[src/rtl/text_scroll_engine_if.sv]
// Bus bundle between the scroll/clear engine and its surroundings:
// command inputs, the shared character-memory port and status flags.
//   slave  : engine side (receives commands and read data, drives memory/status)
//   master : host/memory side (drives commands, slot grant and read data)
// Signals:
//   start_scroll, start_clear : 1-cycle command pulses
//   fill_char                 : fill byte, sampled when a command is accepted
//   slot_ok                   : memory port free for the engine this cycle
//   mem_rdata                 : read data, valid the cycle after mem_re
//   mem_addr/mem_re/mem_we/mem_wdata : memory port
//   busy, done                : engine active / 1-cycle completion pulse
interface text_scroll_engine_if #(
  parameter int unsigned ADDR_W = 13
);
  logic              start_scroll;
  logic              start_clear;
  logic [7:0]        fill_char;
  logic              slot_ok;
  logic [7:0]        mem_rdata;
  logic [ADDR_W-1:0] mem_addr;
  logic              mem_re;
  logic              mem_we;
  logic [7:0]        mem_wdata;
  logic              busy;
  logic              done;

  modport slave (
    input  start_scroll, start_clear, fill_char, slot_ok, mem_rdata,
    output mem_addr, mem_re, mem_we, mem_wdata, busy, done
  );

  modport master (
    output start_scroll, start_clear, fill_char, slot_ok, mem_rdata,
    input  mem_addr, mem_re, mem_we, mem_wdata, busy, done
  );
endinterface

[src/rtl/text_scroll_engine.sv]
// Scroll/clear engine for the text-display character memory.
// Scroll: copies every cell up one text row (read cell dst+COLS, write cell dst),
// then fills the last row with the latched fill byte. Clear: fills every cell.
// Memory accesses happen only in cycles where slot_ok grants the port.
// Ports:
//   clk   : system clock
//   reset : asynchronous, active-high reset (aborts any run, no done pulse)
//   bus   : text_scroll_engine_if.slave (commands, memory port, busy/done)
module text_scroll_engine #(
  parameter int unsigned COLS   = 100,
  parameter int unsigned ROWS   = 36,
  parameter int unsigned BASE   = 0,
  parameter int unsigned ADDR_W = 13
) (
  input  logic                  clk,
  input  logic                  reset,
  text_scroll_engine_if.slave   bus
);

  localparam int unsigned NCELL = COLS * ROWS;
  localparam int unsigned DW    = $clog2(NCELL + 1);

  localparam logic [DW-1:0]     LAST_COPY = DW'(COLS * (ROWS - 1) - 1);
  localparam logic [DW-1:0]     LAST_FILL = DW'(NCELL - 1);
  localparam logic [ADDR_W-1:0] BASE_A    = ADDR_W'(BASE);
  localparam logic [ADDR_W-1:0] COLS_A    = ADDR_W'(COLS);

  typedef enum logic [2:0] {
    S_IDLE,
    S_READ,
    S_CAPT,
    S_WRITE,
    S_FILL,
    S_DONE
  } state_t;

  state_t            r_state, w_state_nxt;
  logic [DW-1:0]     r_dst,   w_dst_nxt;
  logic [7:0]        r_data,  w_data_nxt;
  logic [7:0]        r_fch,   w_fch_nxt;
  logic [ADDR_W-1:0] w_dst_addr;
  logic [ADDR_W-1:0] w_src_addr;

  // Address arithmetic is done at ADDR_W so BASE+index truncates naturally.
  assign w_dst_addr = BASE_A + ADDR_W'(r_dst);
  assign w_src_addr = w_dst_addr + COLS_A;

  always_comb begin
    w_state_nxt   = r_state;
    w_dst_nxt     = r_dst;
    w_data_nxt    = r_data;
    w_fch_nxt     = r_fch;
    bus.mem_addr  = '0;
    bus.mem_re    = 1'b0;
    bus.mem_we    = 1'b0;
    bus.mem_wdata = '0;
    bus.busy      = (r_state != S_IDLE);
    bus.done      = 1'b0;

    case (r_state)
      S_IDLE: begin
        // Scroll has priority when both commands arrive together.
        if (bus.start_scroll) begin
          w_fch_nxt   = bus.fill_char;
          w_dst_nxt   = '0;
          w_state_nxt = S_READ;
        end else if (bus.start_clear) begin
          w_fch_nxt   = bus.fill_char;
          w_dst_nxt   = '0;
          w_state_nxt = S_FILL;
        end
      end
      S_READ: begin
        if (bus.slot_ok) begin
          bus.mem_re   = 1'b1;
          bus.mem_addr = w_src_addr;
          w_state_nxt  = S_CAPT;
        end
      end
      S_CAPT: begin
        // Read data is valid exactly one cycle after mem_re; no slot needed.
        w_data_nxt  = bus.mem_rdata;
        w_state_nxt = S_WRITE;
      end
      S_WRITE: begin
        if (bus.slot_ok) begin
          bus.mem_we    = 1'b1;
          bus.mem_addr  = w_dst_addr;
          bus.mem_wdata = r_data;
          w_dst_nxt     = r_dst + 1'b1;
          w_state_nxt   = (r_dst == LAST_COPY) ? S_FILL : S_READ;
        end
      end
      S_FILL: begin
        if (bus.slot_ok) begin
          bus.mem_we    = 1'b1;
          bus.mem_addr  = w_dst_addr;
          bus.mem_wdata = r_fch;
          if (r_dst == LAST_FILL) begin
            w_state_nxt = S_DONE;
          end else begin
            w_dst_nxt   = r_dst + 1'b1;
          end
        end
      end
      S_DONE: begin
        bus.done    = 1'b1;
        w_state_nxt = S_IDLE;
      end
      default: begin
        w_state_nxt = S_IDLE;
      end
    endcase
  end

  always_ff @(posedge clk or posedge reset) begin
    if (reset) begin
      r_state <= S_IDLE;
      r_dst   <= '0;
      r_data  <= '0;
      r_fch   <= '0;
    end else begin
      r_state <= w_state_nxt;
      r_dst   <= w_dst_nxt;
      r_data  <= w_data_nxt;
      r_fch   <= w_fch_nxt;
    end
  end

endmodule

[src/flat_wrapper.sv]
// flat-port wrapper written by rule: the top's interface ports become plain ports
module text_scroll_engine_flat 
#(
  parameter int unsigned COLS   = 100,
  parameter int unsigned ROWS   = 36,
  parameter int unsigned BASE   = 0,
  parameter int unsigned ADDR_W = 13
)
  (clk, reset, bus_start_scroll, bus_start_clear, bus_fill_char, bus_slot_ok, bus_mem_rdata, bus_mem_addr, bus_mem_re, bus_mem_we, bus_mem_wdata, bus_busy, bus_done);
  text_scroll_engine_if #(.ADDR_W(ADDR_W)) bus_i ();
  input  logic clk;
  input  logic reset;
  input wire logic [$bits(bus_i.start_scroll)-1:0] bus_start_scroll;
  input wire logic [$bits(bus_i.start_clear)-1:0] bus_start_clear;
  input wire logic [$bits(bus_i.fill_char)-1:0] bus_fill_char;
  input wire logic [$bits(bus_i.slot_ok)-1:0] bus_slot_ok;
  input wire logic [$bits(bus_i.mem_rdata)-1:0] bus_mem_rdata;
  output wire logic [$bits(bus_i.mem_addr)-1:0] bus_mem_addr;
  output wire logic [$bits(bus_i.mem_re)-1:0] bus_mem_re;
  output wire logic [$bits(bus_i.mem_we)-1:0] bus_mem_we;
  output wire logic [$bits(bus_i.mem_wdata)-1:0] bus_mem_wdata;
  output wire logic [$bits(bus_i.busy)-1:0] bus_busy;
  output wire logic [$bits(bus_i.done)-1:0] bus_done;
  assign bus_i.start_scroll = bus_start_scroll;
  assign bus_i.start_clear = bus_start_clear;
  assign bus_i.fill_char = bus_fill_char;
  assign bus_i.slot_ok = bus_slot_ok;
  assign bus_i.mem_rdata = bus_mem_rdata;
  assign bus_mem_addr = bus_i.mem_addr;
  assign bus_mem_re = bus_i.mem_re;
  assign bus_mem_we = bus_i.mem_we;
  assign bus_mem_wdata = bus_i.mem_wdata;
  assign bus_busy = bus_i.busy;
  assign bus_done = bus_i.done;
  text_scroll_engine #(.COLS(COLS), .ROWS(ROWS), .BASE(BASE), .ADDR_W(ADDR_W)) u_core (.clk(clk), .reset(reset), .bus(bus_i));
endmodule
[config.mk]
export PLATFORM = sky130hd
export DESIGN_NAME = text_scroll_engine_flat
export DESIGN_NICKNAME = d
export VERILOG_FILES = /design/src/rtl/text_scroll_engine_if.sv /design/src/rtl/text_scroll_engine.sv /design/src/flat_wrapper.sv
export SDC_FILE = /design/constraint.sdc
export NUM_CORES = 1
export LEC_CHECK = 0
export BUFFER_PORTS_ARGS = -buffer_cell sky130_fd_sc_hd__buf_2
export CORE_AREA = 4 4 70 72
export DETAILED_ROUTE_END_ITERATION = 10
export DIE_AREA = 0 0 74 76
export PLACE_DENSITY = 0.73
export REMOVE_ABC_BUFFERS = 1
export SYNTH_ARGS = -nofsm -noshare
export SYNTH_HDL_FRONTEND = slang
export SYNTH_SLANG_ARGS = --single-unit
[constraint.sdc]
create_clock -name clk -period 2 [get_ports clk]
set_clock_uncertainty 0.1 [all_clocks]
set_input_delay 0.4 -clock clk [delete_from_list [all_inputs] [get_ports clk]]
set_output_delay 0.4 -clock clk [all_outputs]
set_load 0.01 [all_outputs]
Yosys cells after proc, flatten, opt, wreduce, memory -nomap -nowiden
Cells that the tools add are included.
{"block": "word_totals", "ram_bits": 0, "memories": 0, "mem_bits_ro": 0, "output_inout_bits": 25, "wordCells": 53, "latch_bits": 0, "regBits": 31}
{"block": "op_classes", "bitwise_logic": 0, "n_mux": 26, "add_sub_neg": 2, "mul": 0, "n_shift": 0, "div_mod_pow": 0, "magnitude_cmp": 0, "reduce_logical": 8, "n_eq_ne": 13}
{"cell": "two-way mux 12 bit", "n": 6}
{"cell": "one-hot mux 12 bit (3 select lines)", "n": 1}
{"cell": "two-way mux 8 bit", "n": 4}
{"cell": "one-hot mux 13 bit (2 select lines)", "n": 1}
{"cell": "== test 12 bit (second input constant)", "n": 2}
{"cell": "two-way mux 3 bit", "n": 7}
{"cell": "one-hot mux 8 bit (2 select lines)", "n": 1}
{"cell": "one-hot mux 3 bit (5 select lines)", "n": 1}
{"cell": "adder 12 x 7 -> 13 bit (second input constant)", "n": 1}
{"cell": "two-way mux 13 bit", "n": 1}
{"cell": "adder 12 x 1 -> 12 bit (second input constant)", "n": 1}
{"cell": "AND reduction 5 bit", "n": 2}
{"cell": "inequality test 2 bit (second input constant)", "n": 4}
{"cell": "== test 3 x 2 -> 1 bit (second input constant)", "n": 2}
{"cell": "== test 3 bit (second input constant)", "n": 2}
{"cell": "nonzero test 3 bit", "n": 2}
{"cell": "two-way mux 1 bit", "n": 4}
{"cell": "== test 3 x 1 -> 1 bit (second input constant)", "n": 1}
{"cell": "zero test 3 bit", "n": 1}
{"cell": "inequality test 3 bit (second input constant)", "n": 1}
{"cell": "inequality test 2 x 1 -> 1 bit (second input constant)", "n": 1}
{"cell": "AND reduction 2 bit", "n": 1}
{"cell": "nonzero test 2 bit", "n": 1}
{"cell": "OR reduction 2 bit", "n": 1}

Depth between registers and ports, before layout
Gate-level depths: netlist of run 1.
{"block": "logic_depth", "depth_word": 4, "depth_mapped": 7, "ltp_nobuf": 6}

Least setup slack after synthesis of run 1
No wires, ideal clock.
{"block": "synth_path", "path_kind": "reg2out", "startpoint": "register u_core.r_state[2]", "endpoint": "output bus_mem_addr[11]", "path_buffers": 1, "path_slack_ps": -72, "path_stages_with_launch": 7, "arrival_ps": 1572, "cell_sequence": "dfrtp_1 > buf_2 > nor2b_1 > nand3b_2 > inv_1 > nand3_1 > o21ai_0"}
{"block": "synth_between", "elab_chain_cells": 3, "elab_cells_between_ends": 5, "cone_classes": "eq/ne (3); mux (1); reduce/logical (1)"}
{"element": "from (decl)", "line_no": "text_scroll_engine.sv:37", "rtl": "state_t r_state, w_state_nxt;"}
{"element": "from (signal assigned)", "line_no": "text_scroll_engine.sv:123", "rtl": "r_state <= w_state_nxt;"}
{"element": "== test 3 x 2 -> 1 bit or == test 3 bit (tied branches)", "line_no": "text_scroll_engine.sv:60", "rtl": "case (r_state)"}
{"element": "OR reduction 2 bit (no source line)"}
{"element": "one-hot mux 13 bit (2 select lines) *", "line_no": "text_scroll_engine.sv:60"}
{"element": "to (decl)", "line_no": "flat_wrapper.sv:18", "rtl": "output wire logic [$bits(bus_i.mem_addr)-1:0] bus_mem_addr;"}
Mark *: on every way between the ends. The rest lies on a longest branch, timed or not.

Final worst setup path of run 1
{"block": "layout_path", "startpoint": "register u_core.r_state[0]", "endpoint": "output bus_mem_addr[5]"}
Same word-level chain as after synthesis.

==> results by stage, run 1 <==
Synthesis:
- The share of synthesized area in the top cell type comes to 0.390.
- The proportion of register bits with asynchronous set or reset after synthesis is 1.00.
- After synthesis the netlist holds a flip-flop and latch count of 31.
- The cell taking the most area after synthesis is sky130_fd_sc_hd__dfrtp_1.
- Ranked by instance count, the synthesized netlist is headed by sky130_fd_sc_hd__dfrtp_1 (31), sky130_fd_sc_hd__nor2_1 (30), sky130_fd_sc_hd__o21ai_0 (26).
- The flip-flop cell with the highest count after synthesis is sky130_fd_sc_hd__dfrtp_1.
- The post-synthesis average cell area is 9.04 µm².
- The synthesized netlist occupies a cell area of between 0.0015 and 0.002 mm².
- The synthesized netlist cell count is 220.
- Yosys mapped the design onto 45 distinct sky130hd cell types.
- Counting flops with a built-in enable in the synthesized netlist gives 0.
- Yosys instantiated no cell more often than sky130_fd_sc_hd__dfrtp_1.
- After synthesis, the cell types taking the most area are sky130_fd_sc_hd__dfrtp_1 (39%), sky130_fd_sc_hd__mux2_2 (9.1%), sky130_fd_sc_hd__o21ai_0 (6.5%).
- The proportion of synthesized chip area in sequential cells is 0.390.
- For this run, the number of Yosys warnings is 0.

Placed design:
- The number of placed cells counting well taps is 330.
- The number of buffers added on ports is 45.
- The routability congestion estimate is about 0.93.
- The final HPWL from detailed placement is around 3.7 mm.

Timing:
- The minimum clock period is 2.12 ns.
- Setup repair after global routing could not meet its margin everywhere.
- The sum of negative setup slack is -1.66 ns.
- The actual transition at the worst max-transition pin is 0.404 ns.
- The post-route fraction of the period consumed by the critical path is 1.06.
- For this run, the top clock speed supported by timing is 471 MHz.
- The final-report hold violation count is 0.
- Setup violations remaining at the end of the flow were counted as 22.
- Measured against its own limit, the worst slew margin works out to 0.731.
- Across all setup checks in the final design, the least slack found is -0.122 ns.
- The worst-case hold slack is 0.0863 ns.
- The total count of max-transition violations in the final report is 0.

Setup path:
- STA puts the critical path data required time at approximately 1.5 ns.
- Data on the critical path arrives at its endpoint at roughly 1.6 ns.
- The largest single stage delay on the critical path is around 0.45 ns.
- For this design, the slowest cell found on the critical path is sky130_fd_sc_hd__dfrtp_2.
- The worst setup path is captured at a primary output.
- The signal on the critical path passes through nor3b_4 -> buf_4 -> o21a_4 -> o21ai_2 -> o21ai_1 -> buf_2.
- The worst setup path is launched from a register.
- The class of the most critical setup path is register to primary output.
- The top fanout value on the critical path is 6.
- The total buffers and inverters traversed by the critical path is 2.
- In this design, the largest share of critical-path delay is due to flip-flops.

Cells and area:
- After the flow finishes, the layout carries non-filler instances totaling 357.
- After filler insertion, the fill cell instance count of the layout stands at a little over 300.
- Compared with the post-synthesis result, the final layout area differs by 46.1%.
- The number of antenna diodes in the final layout is 0.
- The final net count is between 300 and 400.
- The sequential cells in the finished layout cover a total of between 700 and 800 µm².
- The multi-input combinational cells in the finished layout cover a total of 0.00130 mm².
- The fraction of layout instances using a drive strength above 1 is 0.544.

Die:
- The initial core utilization is 0.463.
- The width of the chip is 74 µm.
- The die is 76 µm tall.
- The placement row count is 24.
- The number of primary I/O pins is 46.
- The placeable core area is ~0.0043 mm².
- The die covers 0.00562 mm².

Clock network:
- The root buffer cell is sky130_fd_sc_hd__clkbuf_8.
- The hold buffer count at CTS is 0.
- Clock-pin slew was measured on the worst setup and hold paths at 0.07 ns.
- For the worst-skew pair, the clock arrives at the later sink with an insertion delay of 0.28 ns.
- The clock sink count is 31.
- The clock tree from TritonCTS is yes.
- The H-tree generated during clock tree synthesis spans 2 levels.
- The maximum root-to-sink buffer count is 2.
- TritonCTS created 5 clock buffers.

Pwr:
- Power spread over the standard cell area amounts to 1120 mW/mm².
- The analysis attributes to cell leakage a power of 1.32 nW.
- The worst-case IR drop observed on VDD is 510 µV.

Global routing:
- The initial antenna violation count is 0.
- The overflow left after global routing is 0.
- The global router's overall resource usage is 0.214.
- The largest net degree at the start of global routing is 32.
- The first global-routing pass estimated a little under 10 mm of wire.
- The number of global-route vias before repair was between 2,000 and 2,500.

Route:
- In the routed layout, each cell is associated on average with a via count of 5.70.
- After detailed routing, the average wire length per cell comes to approximately 16 µm.
- The number of DRC violations after detailed routing is 0.
- Across all layers, the routed design uses roughly 2,000 vias.
- The routed wire length is 5.88 mm.
- Before antenna repair, the detailed router went through 4 iterations.
- The iteration-0 DRC count of the detailed router is roughly 180.
- The number of nets with antenna violations after routing is 0.

Run:
- The max-capacitance violation count is 0.

Outcome:
- The run finished, with violations left.
- The final reports fail on negative setup slack.

Hold path:
- The type of the worst min-delay path is input port to async pin.
-- flip-flops by register name, indices dropped and copies added (netlist names) --
| signal | cells |
|---|---|
| u_core.r_data | 8 |
| u_core.r_dst | 12 |
| u_core.r_fch | 8 |
| u_core.r_state | 3 |
-- tightest hold or removal path, cell delays in order --
cell,delay (ns)
sky130_fd_sc_hd__buf_2,0.09
sky130_fd_sc_hd__inv_1,0.04
sky130_fd_sc_hd__buf_4,0.35
-- per-layer routing --
metal / up-vias / track usage / part of all wire
met4: 0 / 0.0996 / 0.013
met3: 9 / 0.0330 / 0.042
li1: 955 / - / -
met5: - / 0 / 0
met2: 64 / 0.349 / 0.53
met1: 1007 / 0.270 / 0.42
-- cell type report --
cell class	count	share of cell area
clock inverters	1	0.00259
well taps	52	0.0224
multi-input cells	169	0.447
inverters	7	0.00905
repair buffers	90	0.215
flip-flops and latches	31	0.270
clock buffers	7	0.0332
-- per-stage QoR --
stage / total power [W] / setup WS [ns] / util / cell area (µm²)
2_1_floorplan: 0.00177 / -0.226 / - / 1910
3_3_place_gp: 0.00222 / 0.0932 / 0.559 / 2400
3_5_place_dp: 0.00226 / 0.0510 / 0.559 / 2400
4_1_cts: 0.00308 / -0.0918 / 0.639 / 2740
5_1_grt: 0.00346 / -0.199 / 0.676 / 2900
6_report: 0.00326 / -0.122 / 0.676 / 2900
-- report_power, final --
| part | switching (W) | total (W) | internal, W |
|---|---|---|---|
| Combinational | 0.000807 | 0.00167 | 0.000860 |
| Sequential | 0.000189 | 0.00104 | 0.000850 |
| Clock | 0.000239 | 0.000552 | 0.000313 |
-- cell families (layout without fill, tap and decap cells) --
family / count (synthesis) / in the layout / synth area share
buf+inv: 21 / 105 / 0.0541
xor+xnor: 9 / 9 / 0.0396
compound gates: 59 / 60 / 0.188
mux: 16 / 16 / 0.0906
flops: 31 / 31 / 0.390
fa+ha+maj: 3 / 3 / 0.0189
simple gates: 81 / 81 / 0.219
-- layout by cell type, fill, tap and decap left out, drive strengths merged, types with 2 or more instances in the layout --
cell type	n
a22oi	9
xor2	6
buf	90
and3	2
and2	2
xnor2	3
clkbuf	7
nand4	5
dfrtp	31
a21oi	9
ha	3
nand3	5
o31ai	3
o21ai	27
nor3	2
nor2b	3
inv	6
a31oi	2
nand3b	3
mux2	16
o211ai	3
nor2	31
and3b	2
nand2	18
nor3b	2
o21a	2
-- repair_timing --
item                       in CTS  in global routing
hold endpoints to repair        0                  0
setup endpoints to repair      23                 40
pin swaps                      23                 21
gates resized for setup        49                 34
setup buffers                  13                  5
gates cloned                    1                  0
-- final timing paths --
path	end	cells past startpoint	slack, ns	startpoint
worst max-delay path	bus_mem_addr[5]	6	-0.12	u_core.r_state[0]
worst min-delay path	u_core.r_dst[10]	3	0.09	reset
worst max register to register	u_core.r_dst[3]	8	0.01	u_core.r_state[0]
worst min register to register	u_core.r_data[7]	1	0.43	u_core.r_data[7]
max in group asynchronous	u_core.r_state[2]	3	1.40	reset
min in group clk	u_core.r_data[6]	2	0.24	bus_mem_rdata[6]
(Power assumes the default switching activity.)
==> inputs of run 2 (changes only) <==
SKIP_LAST_GASP = 1   (was not set)
==> results by stage, run 2 (synthesized netlist as in run 1, its figures left out) <==
Outcome:
- The flow ran to the end, but the final reports show violations.
- The final reports fail on negative setup slack.

Clock network:
- The clock passes through at most 2 buffers.
- In this run, post-CTS hold repair placed 0 buffers.
- The CTS H-tree depth is 2.
- The clock latency reported for the late side of the worst-skew pair is approximately 0.29 ns.
- The clock input transition at the sequential cells of the worst setup and hold paths is around 0.070 ns.
- The clock tree from TritonCTS is yes.
- The root buffer cell is sky130_fd_sc_hd__clkbuf_8.
- The number of buffers inserted during clock tree synthesis is 5.
- Clock tree synthesis found a total of 31 sinks.

Die:
- 46 I/O pins were placed.
- The vertical extent of the die is between 70 and 80 µm.
- The placement row count is 24.
- The initial core utilization is 0.463.
- The die area is 0.00562 mm².
- The width of the chip is about 74 µm.
- After floorplanning, the core was sized to cover approximately 0.0043 mm².

Setup path:
- The arrival time reported for the critical path endpoint is about 1.6 ns.
- The class of the most critical setup path is register to primary output.
- The worst setup path is launched from a register.
- The worst endpoint required time is ~1.5 ns.
- Along the worst path, the maximum fanout reaches 6.
- The worst setup path is captured at a primary output.

Timing:
- The final-report hold violation count came to 0.
- Setup repair after global routing could not meet its margin everywhere.
- The total count of max-transition violations in the final report is 0.
- For this run, the top clock speed supported by timing is about 470 MHz.
- The relative slew slack is 0.728.
- In the finished design, the share of the clock period the worst path needs comes to 1.07.
- Setup violations remaining at the end of the flow were counted as 22.
- The worst setup margin is -0.139 ns.
- For the pin with the worst max-slew slack, the measured transition is between 0.4 and 0.5 ns.
- The routed design could run at a clock period as short as 2.14 ns.

Placed design:
- The final HPWL from detailed placement is ~3.7 mm.
- Port buffering added 45 buffers.
- The routability congestion estimate is 0.932.
- After detailed placement, the total cell area comes to 0.00240 mm².
- The worst setup slack after placement is about 0.051 ns.
- Including well taps, the total number of placed cells is 330.

Cells and area:
- The register with the most flip-flops in the layout has 12 of them.
- The largest registers in the layout are u_core.r_dst (12), u_core.r_data (8), u_core.r_fch (8).
- 0 antenna diodes ended up in the layout.
- The final core utilization is 0.675.
- The final layout contains 328 nets.
- In the layout the commonest cells are sky130_fd_sc_hd__buf_2 (44), sky130_fd_sc_hd__buf_4 (33), sky130_fd_sc_hd__nor2_1 (26).
- In the final layout, the share of cells above drive strength 1 is 0.544.
- The area growth from synthesis to layout is 45.9%.
- The leading cell type in the layout, fill and taps excluded is sky130_fd_sc_hd__buf_2.
- The area of all placed cells without fillers is about 0.0029 mm².
- The top register by number of flip-flops is u_core.r_dst.
- The count of cells in the finished layout, fillers not included, comes to about 360.

Pwr:
- Summed over all nets, the switching power comes to 0.00124 W.
- Of the total power, registers draw 0.318.
- For this design the static power due to leakage is roughly 1.3 nW.
- The share of total power dissipated in combinational logic is 0.509.
- The power density relative to cell area is 1120 mW/mm².
- The portion of total power attributed to the clock network is 0.172.
- The total power after layout is 0.00326 W.
- VDD sags by at most between 500 and 600 µV.
- Of the total power, the share spent switching nets is 0.381.
- Cell internal power was estimated by the tool at 0.00202 W.

Run:
- The tool flagged a number of max-cap violations equal to 0.

Route:
- The average wire per standard cell is between 15 and 20 µm.
- The first detailed-routing pass took 5 iterations.
- Using the TritonRoute via totals, the vias-per-cell ratio works out to 5.74.
- The number of DRC violations after detailed routing is 0.
- The routed wire length is between 5 and 6 mm.
- The vias after detailed routing is ~2,000.
- The count of nets left with antenna violations once routing finished came out at 0.
- The iteration-0 DRC count of the detailed router is 179.

Global routing:
- In the global route stage, overall resource usage came out at 0.214.
- The first global-routing pass estimated 9.63 mm of wire.
- The initial antenna violation count came to 0.
- Entering global routing, the biggest net connects 32 pins.
- The number of global-route vias before repair is 2,052.
- The overflow left after global routing is 0.

Hold path:
- The type of the worst min-delay path is input port to async pin.
-- run 2: cell counts in the layout (fill, tap and decap cells not counted) --
Identical to the previous run, type by type.
-- run 2: per-layer routing --
layer | up-vias | GRT usage | wire length (µm)
met2 | 69 | 0.352 | 3060
met4 | 0 | 0.0978 | 107
met5 | - | 0 | 0
met1 | 1013 | 0.270 | 2370
li1 | 954 | - | -
met3 | 13 | 0.0330 | 342
-- run 2: cell type report --
type | instances | area [µm²]
Clock buffer | 7 | 96.3
Clock inverter | 1 | 7.51
Fill cell | 304 | 1390
Inverter | 7 | 26.3
Multi-Input combinational cell | 169 | 1300
Sequential cell | 31 | 785
Tap cell | 52 | 65.1
Timing Repair Buffer | 90 | 622
-- run 2: worst max-delay path: stages, from the launching register on --
cell and delay [ns]:
sky130_fd_sc_hd__dfrtp_2 0.45, sky130_fd_sc_hd__and3b_2 0.28, sky130_fd_sc_hd__o21a_4 0.27, sky130_fd_sc_hd__o21ai_2 0.13, sky130_fd_sc_hd__o21ai_1 0.08, sky130_fd_sc_hd__buf_2 0.14
-- run 2: timing repair --
item	in CTS	in global routing
endpoints found under the setup margin	23	40
pin swaps	23	20
resized for setup	48	34
setup buffers	13	5
gates cloned	1	0
-- run 2: per-stage QoR --
stage	TNS, ns	hold slack (ns)
after floorplan	-2.40	0.381
after global placement	0	0.391
after detailed placement	0	0.397
after CTS	-1.48	0.0946
after global routing	-3.32	0.129
final	-1.91	0.0796
-- run 2: path summary, 6_finish.rpt --
path                            depth (start not counted)          endpoint               from  slack, ns
worst max-delay path                                    5   bus_mem_addr[5]  u_core.r_state[1]      -0.14
worst min-delay path                                    3  u_core.r_dst[10]              reset       0.08
worst max register to register                          8   u_core.r_dst[6]  u_core.r_state[2]          0
worst min register to register                          1  u_core.r_data[7]   u_core.r_data[7]       0.43
max in group asynchronous                               3   u_core.r_dst[3]              reset       1.40
min in group clk                                        2   u_core.r_fch[5]   bus_fill_char[5]       0.23
-- run 2: power groups by stage --
stage / Combinational, W / Sequential, W / Clock (W)
floorplan: 0.000777 / 0.000992 / 0
global placement: 0.00123 / 0.000994 / 0
detailed placement: 0.00125 / 0.00101 / 0
CTS: 0.00151 / 0.00100 / 0.000569
global route: 0.00180 / 0.00107 / 0.000589
finish: 0.00166 / 0.00104 / 0.000562
